`config.mk`:
```
export PLATFORM = sky130hd
export DESIGN_NAME = ahb_interconnect
export DESIGN_NICKNAME = d
export VERILOG_FILES = /design/src/rtl/ahb_pkg.sv /design/src/rtl/ahb_default_slave.sv /design/src/rtl/ahb_interconnect.sv
export SDC_FILE = /design/constraint.sdc
export NUM_CORES = 1
export LEC_CHECK = 0
export BUFFER_PORTS_ARGS = -buffer_cell sky130_fd_sc_hd__buf_2
export CORE_AREA = 2 2 553 555
export CTS_BUF_LIST = sky130_fd_sc_hd__clkbuf_4 sky130_fd_sc_hd__clkbuf_8
export DETAILED_ROUTE_END_ITERATION = 10
export DIE_AREA = 0 0 555 557
export PLACE_DENSITY = 0.3
export SYNTH_ARGS = -nofsm -noshare
export SYNTH_HDL_FRONTEND = slang
export SYNTH_SLANG_ARGS = --single-unit
```
`constraint.sdc`:
```
create_clock -name HCLK -period 2 [get_ports HCLK]
set_input_delay 0 -clock HCLK [delete_from_list [all_inputs] [get_ports HCLK]]
set_output_delay 0 -clock HCLK [all_outputs]
set_load 0.02 [all_outputs]
```
`src/rtl/ahb_pkg.sv`:
```
// Shared AHB encodings and bus dimensions for the 16-master interconnect.
package ahb_pkg;

  localparam int unsigned NUM_MASTERS = 16;
  localparam int unsigned NUM_SLAVES  = 4;
  localparam int unsigned ADDR_W      = 32;
  localparam int unsigned DATA_W      = 32;
  localparam int unsigned MST_W       = 4;
  localparam int unsigned SLV_W       = $clog2(NUM_SLAVES);
  localparam int unsigned SEL_W       = $clog2(NUM_SLAVES + 1);
  localparam int unsigned DEFAULT_SLV = NUM_SLAVES;

  typedef enum logic [1:0] {
    IDLE   = 2'b00,
    BUSY   = 2'b01,
    NONSEQ = 2'b10,
    SEQ    = 2'b11
  } htrans_t;

  typedef enum logic [1:0] {
    OKAY  = 2'b00,
    ERROR = 2'b01,
    RETRY = 2'b10,
    SPLIT = 2'b11
  } hresp_t;

  typedef enum logic [2:0] {
    SINGLE, INCR, WRAP4, INCR4, WRAP8, INCR8, WRAP16, INCR16
  } hburst_t;

  typedef enum logic [2:0] {
    SIZE_8, SIZE_16, SIZE_32, SIZE_64, SIZE_128, SIZE_256, SIZE_512, SIZE_1024
  } hsize_t;

  typedef enum logic [1:0] {
    DS_IDLE = 2'b00,
    DS_ERR1 = 2'b01,
    DS_ERR2 = 2'b10
  } ds_state_t;

  function automatic logic is_active(input htrans_t t);
    return (t == NONSEQ) || (t == SEQ);
  endfunction

endpackage

```
`src/rtl/ahb_default_slave.sv`:
```
// AHB default slave: answers unmapped NONSEQ/SEQ transfers with a two-cycle
// ERROR response and IDLE/BUSY transfers with a zero-wait OKAY.
module ahb_default_slave
  import ahb_pkg::*;
(
  input  logic    HCLK,
  input  logic    HRESETn,
  input  logic    hready,
  input  logic    unmapped,
  input  htrans_t htrans,
  output logic    hreadyout_c,
  output hresp_t  hresp_c
);

  ds_state_t state;
  ds_state_t state_nxt;
  logic      err_req;

  // A new error sequence starts only when the address phase is accepted
  assign err_req = hready && unmapped && is_active(htrans);

  always_ff @(posedge HCLK or negedge HRESETn) begin
    if (!HRESETn) state <= DS_IDLE;
    else          state <= state_nxt;
  end

  always_comb begin
    state_nxt   = state;
    hreadyout_c = 1'b1;
    hresp_c     = OKAY;
    case (state)
      DS_IDLE: begin
        if (err_req) state_nxt = DS_ERR1;
      end
      DS_ERR1: begin
        hreadyout_c = 1'b0;
        hresp_c     = ERROR;
        state_nxt   = DS_ERR2;
      end
      DS_ERR2: begin
        hresp_c   = ERROR;
        state_nxt = err_req ? DS_ERR1 : DS_IDLE;
      end
      default: state_nxt = DS_IDLE;
    endcase
  end

endmodule

```
`src/rtl/ahb_interconnect.sv`:
```
// AHB master/slave multiplexer and address decoder behind the 16-master arbiter;
// owns the data-phase selects, the default slave and the system HREADY.
module ahb_interconnect
  import ahb_pkg::*;
(
  input  logic                          HCLK,
  input  logic                          HRESETn,
  input  logic [MST_W-1:0]              HMASTER,
  input  logic                          HMASTLOCK,
  input  logic [NUM_MASTERS*ADDR_W-1:0] M_HADDR,
  input  logic [NUM_MASTERS*2-1:0]      M_HTRANS,
  input  logic [NUM_MASTERS-1:0]        M_HWRITE,
  input  logic [NUM_MASTERS*3-1:0]      M_HSIZE,
  input  logic [NUM_MASTERS*3-1:0]      M_HBURST,
  input  logic [NUM_MASTERS*DATA_W-1:0] M_HWDATA,
  output logic [ADDR_W-1:0]             HADDR,
  output logic [1:0]                    HTRANS,
  output logic                          HWRITE,
  output logic [2:0]                    HSIZE,
  output logic [2:0]                    HBURST,
  output logic [DATA_W-1:0]             HWDATA,
  output logic                          S_HMASTLOCK,
  output logic [NUM_SLAVES-1:0]         HSEL,
  input  logic [NUM_SLAVES*DATA_W-1:0]  S_HRDATA,
  input  logic [NUM_SLAVES-1:0]         S_HREADYOUT,
  input  logic [NUM_SLAVES*2-1:0]       S_HRESP,
  output logic [DATA_W-1:0]             HRDATA,
  output logic                          HREADY,
  output logic [1:0]                    HRESP,
  output logic [MST_W-1:0]              HMASTER_D
);

  logic [ADDR_W-1:0] m_haddr  [NUM_MASTERS];
  logic [1:0]        m_htrans [NUM_MASTERS];
  logic [2:0]        m_hsize  [NUM_MASTERS];
  logic [2:0]        m_hburst [NUM_MASTERS];
  logic [DATA_W-1:0] m_hwdata [NUM_MASTERS];
  logic [DATA_W-1:0] s_hrdata [NUM_SLAVES];
  logic [1:0]        s_hresp  [NUM_SLAVES];

  logic [3:0]        top_nib;
  logic [SEL_W-1:0]  tgt_sel_c;
  logic [SEL_W-1:0]  dsel;
  logic [MST_W-1:0]  dmaster;
  logic              unmapped;
  logic              ds_ready;
  hresp_t            ds_resp;

  for (genvar m = 0; m < NUM_MASTERS; m++) begin : g_mst
    assign m_haddr[m]  = M_HADDR[m*ADDR_W +: ADDR_W];
    assign m_htrans[m] = M_HTRANS[m*2 +: 2];
    assign m_hsize[m]  = M_HSIZE[m*3 +: 3];
    assign m_hburst[m] = M_HBURST[m*3 +: 3];
    assign m_hwdata[m] = M_HWDATA[m*DATA_W +: DATA_W];
  end

  for (genvar s = 0; s < NUM_SLAVES; s++) begin : g_slv
    assign s_hrdata[s] = S_HRDATA[s*DATA_W +: DATA_W];
    assign s_hresp[s]  = S_HRESP[s*2 +: 2];
    assign HSEL[s]     = (top_nib == 4'(s));
  end

  // Address phase follows the arbiter's grant with no delay
  assign HADDR       = m_haddr[HMASTER];
  assign HTRANS      = m_htrans[HMASTER];
  assign HWRITE      = M_HWRITE[HMASTER];
  assign HSIZE       = m_hsize[HMASTER];
  assign HBURST      = m_hburst[HMASTER];
  assign S_HMASTLOCK = HMASTLOCK;

  assign top_nib = HADDR[ADDR_W-1 -: 4];

  always_comb begin
    tgt_sel_c = SEL_W'(DEFAULT_SLV);
    if (32'(top_nib) < NUM_SLAVES) tgt_sel_c = SEL_W'(top_nib);
  end

  assign unmapped = (tgt_sel_c == SEL_W'(DEFAULT_SLV));

  // Data-phase owner and target advance only when the bus accepts the address
  always_ff @(posedge HCLK or negedge HRESETn) begin
    if (!HRESETn) begin
      dmaster <= '0;
      dsel    <= SEL_W'(DEFAULT_SLV);
    end else if (HREADY) begin
      dmaster <= HMASTER;
      dsel    <= tgt_sel_c;
    end
  end

  ahb_default_slave u_default_slave (
    .HCLK        (HCLK),
    .HRESETn     (HRESETn),
    .hready      (HREADY),
    .unmapped    (unmapped),
    .htrans      (htrans_t'(HTRANS)),
    .hreadyout_c (ds_ready),
    .hresp_c     (ds_resp)
  );

  assign HWDATA    = m_hwdata[dmaster];
  assign HMASTER_D = dmaster;

  // Read/response return path; the default slave never drives read data
  always_comb begin
    HRDATA = '0;
    HREADY = ds_ready;
    HRESP  = ds_resp;
    if (32'(dsel) < NUM_SLAVES) begin
      HRDATA = s_hrdata[dsel[SLV_W-1:0]];
      HREADY = S_HREADYOUT[dsel[SLV_W-1:0]];
      HRESP  = s_hresp[dsel[SLV_W-1:0]];
    end
  end

endmodule

```
==> impl_metrics.json <==
{
  "status": "finished, violations left",
  "violations": "negative setup slack",
  "max-vdd-ir-drop_uv": 604,
  "cts_root_buffer": "clkbuf_8",
  "fin_area_sq_mm": 0.0251,
  "syn_area_sq_mm": 0.0104,
  "comb_power_share_pct": 96.2,
  "numCtsBuffers": 3,
  "hold_violations": 0,
  "reg2reg_slack_ps": -50,
  "hpwl_mm": 180,
  "fillCellCount": 35600,
  "tightest_slew_ps": 761,
  "drc": 0,
  "fin_cells": 6158,
  "start_util_pct": 3.43,
  "postRouteAntennaNets": 0,
  "grtUsageTotal_pct": 11.8,
  "dr.pass1.iters": 5,
  "cts_tree": "built",
  "cp_common_cell": "mux4_2",
  "fmax_mhz": 384,
  "fin_nets": 3413,
  "cp-start-kind": "flop",
  "port_buffers": 1429,
  "required_ps": 2000,
  "yosysUniqueCellTypes": 31,
  "min_from": "HMASTLOCK",
  "cp_cell_sequence": "buf_16, buf_4, mux4_2, mux4_2, buf_6",
  "wire_per_inst_microns": 31.5,
  "path_clk_slew_ps": 60,
  "final_cell_mix": "buf_2 (1,355), mux4_2 (373), buf_4 (96), buf_6 (68), buf_12 (35)",
  "insertion_delay_ps": 250,
  "intPower_mw": 10.4,
  "overflow": 0,
  "switching_power_mw": 10.9,
  "layout_commonest_cell": "buf_2",
  "timing.final.crit_share_pct": 130,
  "core_area_sq_mm": 0.304,
  "ys_seq_area_share_pct": 2.17,
  "die_w_microns": 555,
  "multi_input_area_sq_mm": 0.00988,
  "dpl_cell_area_sq_mm": 0.0233,
  "dp.cells": 6042,
  "hold_path.class": "input port to output port",
  "finClkSkew_ps": 1.45,
  "slowest_stage": "mux4_2",
  "place_ws_ps": -460,
  "drive_gt1_share_pct": 96.8,
  "ios": 1432,
  "r2r-start": "dsel[0]$_DFFE_PN0P_",
  "die_area_sq_mm": 0.309,
  "ys_ff_latch": 9,
  "viasPerCell": 2.65,
  "grt_pass1_wl_mm": 226,
  "area_growth_pct": 140,
  "fp-row-count": 203,
  "finalCriticalPeriod_ps": 2610,
  "vias": 16300,
  "leakagePower_nw": 10.0,
  "setup_slack_ps": -606,
  "holdPathEnd": "S_HMASTLOCK",
  "routabilityCongestion": 0.955,
  "setup_tns_ps": -17000,
  "r2r_end": "u_default_slave.state[1]$_DFFE_PN0P_",
  "max_slew_margin_pct": 49.3,
  "rsz0062_at_grt": "yes",
  "regArea_sq_um": 244,
  "power_density_mw_per_mm2": 850,
  "critPathCaptureType": "output port",
  "numClockSinks": 9,
  "synth.net_count": 1912,
  "drt_iter0_markers": 1043,
  "slew_viol_final": 0,
  "p_clk_share_pct": 1.1,
  "r2r_cells": 7,
  "cp.arrival_ps": 2610,
  "setup_violations": 56,
  "slowest_delay_ps": 630,
  "drt_wl_total_mm": 194,
  "crit_type": "flop to output port",
  "path_max_fanout": 7,
  "fp.dieH_microns": 557,
  "finalHoldWorstSlack_ps": 0.232,
  "hold_path_depth": 0,
  "drv_cap": 0,
  "cts.htree.levels": 1,
  "grt_max_degree": 36,
  "startpoint": "HMASTER_D[0]$_DFFE_PN0P_",
  "cts_max_path_buffers": 2,
  "avgSynthCellArea_sq_um": 17.6,
  "grt_pass1_vias": 16600,
  "syn-instance-count": 592,
  "ys_warn_count": 0,
  "seq_power_share_pct": 2.6,
  "antenna_found_initial": 223,
  "swShare_pct": 51.0
}
power by group through the flow:
stage                     combinational (mW)  sequential [mW]  clock, mW
after floorplan                         9.01            0.373          0
after global placement                  17.4            0.530          0
after detailed placement                17.4            0.530          0
after CTS                               20.4            0.555      0.257
after global routing                    21.3            0.567      0.263
final                                   20.5            0.560      0.242
layer usage:
metal / GRT usage [%] / routed length [microns] / share of wire [%] / up-vias
met3: 4.37 / 18200 / 9.4 / 486
met4: 4.31 / 10300 / 5.3 / 86
li1: - / - / - / 6016
met1: 11.7 / 64400 / 33 / 8091
met2: 22.4 / 101000 / 52 / 1634
met5: 0 / 564 / 0.29 / -
flip-flops by register name, summed over array words and instances (netlist names):
signal / flops
HMASTER_D: 4
dsel: 3
u_default_slave.state: 2
through the flow:
| stage | power [mW] | utilization (%) |
|---|---|---|
| final | 21.3 | 8.25 |
| after global routing | 22.2 | 8.22 |
| after CTS | 21.2 | 8.06 |
| after detailed placement | 17.9 | 7.65 |
| after global placement | 17.9 | 7.65 |
| after floorplan | 9.38 | - |
worst max-delay path, delay by kind of cell (launching register included):
family                 cells  cell delay (ps)
flip-flops                 1              530
buffers and inverters      3              550
multiplexers               2             1210
synthesized netlist by cell type:
cell / instances / area share [%]
a22o_1: 1 / 0.084
a22oi_1: 2 / 0.14
a311o_1: 1 / 0.096
buf_1: 12 / 0.43
buf_12: 2 / 0.38
buf_2: 28 / 1.3
buf_4: 2 / 0.14
buf_6: 18 / 1.9
clkbuf_1: 33 / 1.2
clkbuf_2: 1 / 0.048
dfrtp_1: 8 / 1.9
dfstp_2: 1 / 0.25
ha_1: 5 / 0.60
inv_1: 6 / 0.22
mux2_2: 1 / 0.11
mux2_4: 1 / 0.14
mux2i_1: 4 / 0.38
mux4_1: 29 / 7.3
mux4_2: 368 / 79
nand2_1: 17 / 0.61
nand3_1: 2 / 0.096
nand3_2: 2 / 0.19
nor2_1: 1 / 0.036
nor2b_1: 36 / 2.2
nor3_1: 4 / 0.19
o2111a_1: 1 / 0.11
o211ai_1: 1 / 0.072
o21bai_1: 1 / 0.072
o31ai_2: 2 / 0.24
or2_1: 1 / 0.060
or3_1: 1 / 0.060
repair_timing:
action	CTS	global route
cloned	9	1
setup endpoints to repair	74	80
buffers inserted	26	12
gates resized for setup	207	103
hold buffers	1	0
endpoints found under the hold margin	9	0
pin swaps	1	9
how the worst max path moves through the flow:
stage          slack (ps)          to  cells after the start
3_3_place_gp         -480  HWDATA[29]                      5
5_1_grt              -630  HWDATA[29]                      5
6_report             -610  HWDATA[24]                      5
3_5_place_dp         -460  HWDATA[29]                      5
2_1_floorplan          10  HWDATA[22]                      4
4_1_cts              -650  HWDATA[29]                      5
final cells by class:
| class | count | area share [%] |
|---|---|---|
| antenna | 69 | 0.688 |
| clock buffer | 3 | 0.165 |
| clock inverter | 1 | 0.0200 |
| inverter | 6 | 0.105 |
| multi-input combinational | 481 | 39.4 |
| sequential | 9 | 0.973 |
| tap | 3997 | 19.9 |
| timing repair buffer | 1592 | 38.7 |
logic make-up (layout without fill, tap and decap cells):
group	Yosys count	in the layout	share of synthesized area, %
AOI/OAI and AO/OA	9	9	0.815
adders and majority gates	5	5	0.599
buffers and inverters	102	1602	5.69
DFF	9	9	2.17
muxes	403	403	87.3
other	0	69	0
and+or+nand+nor	64	64	3.40
No activity file was read; power rests on OpenSTA's default activity.
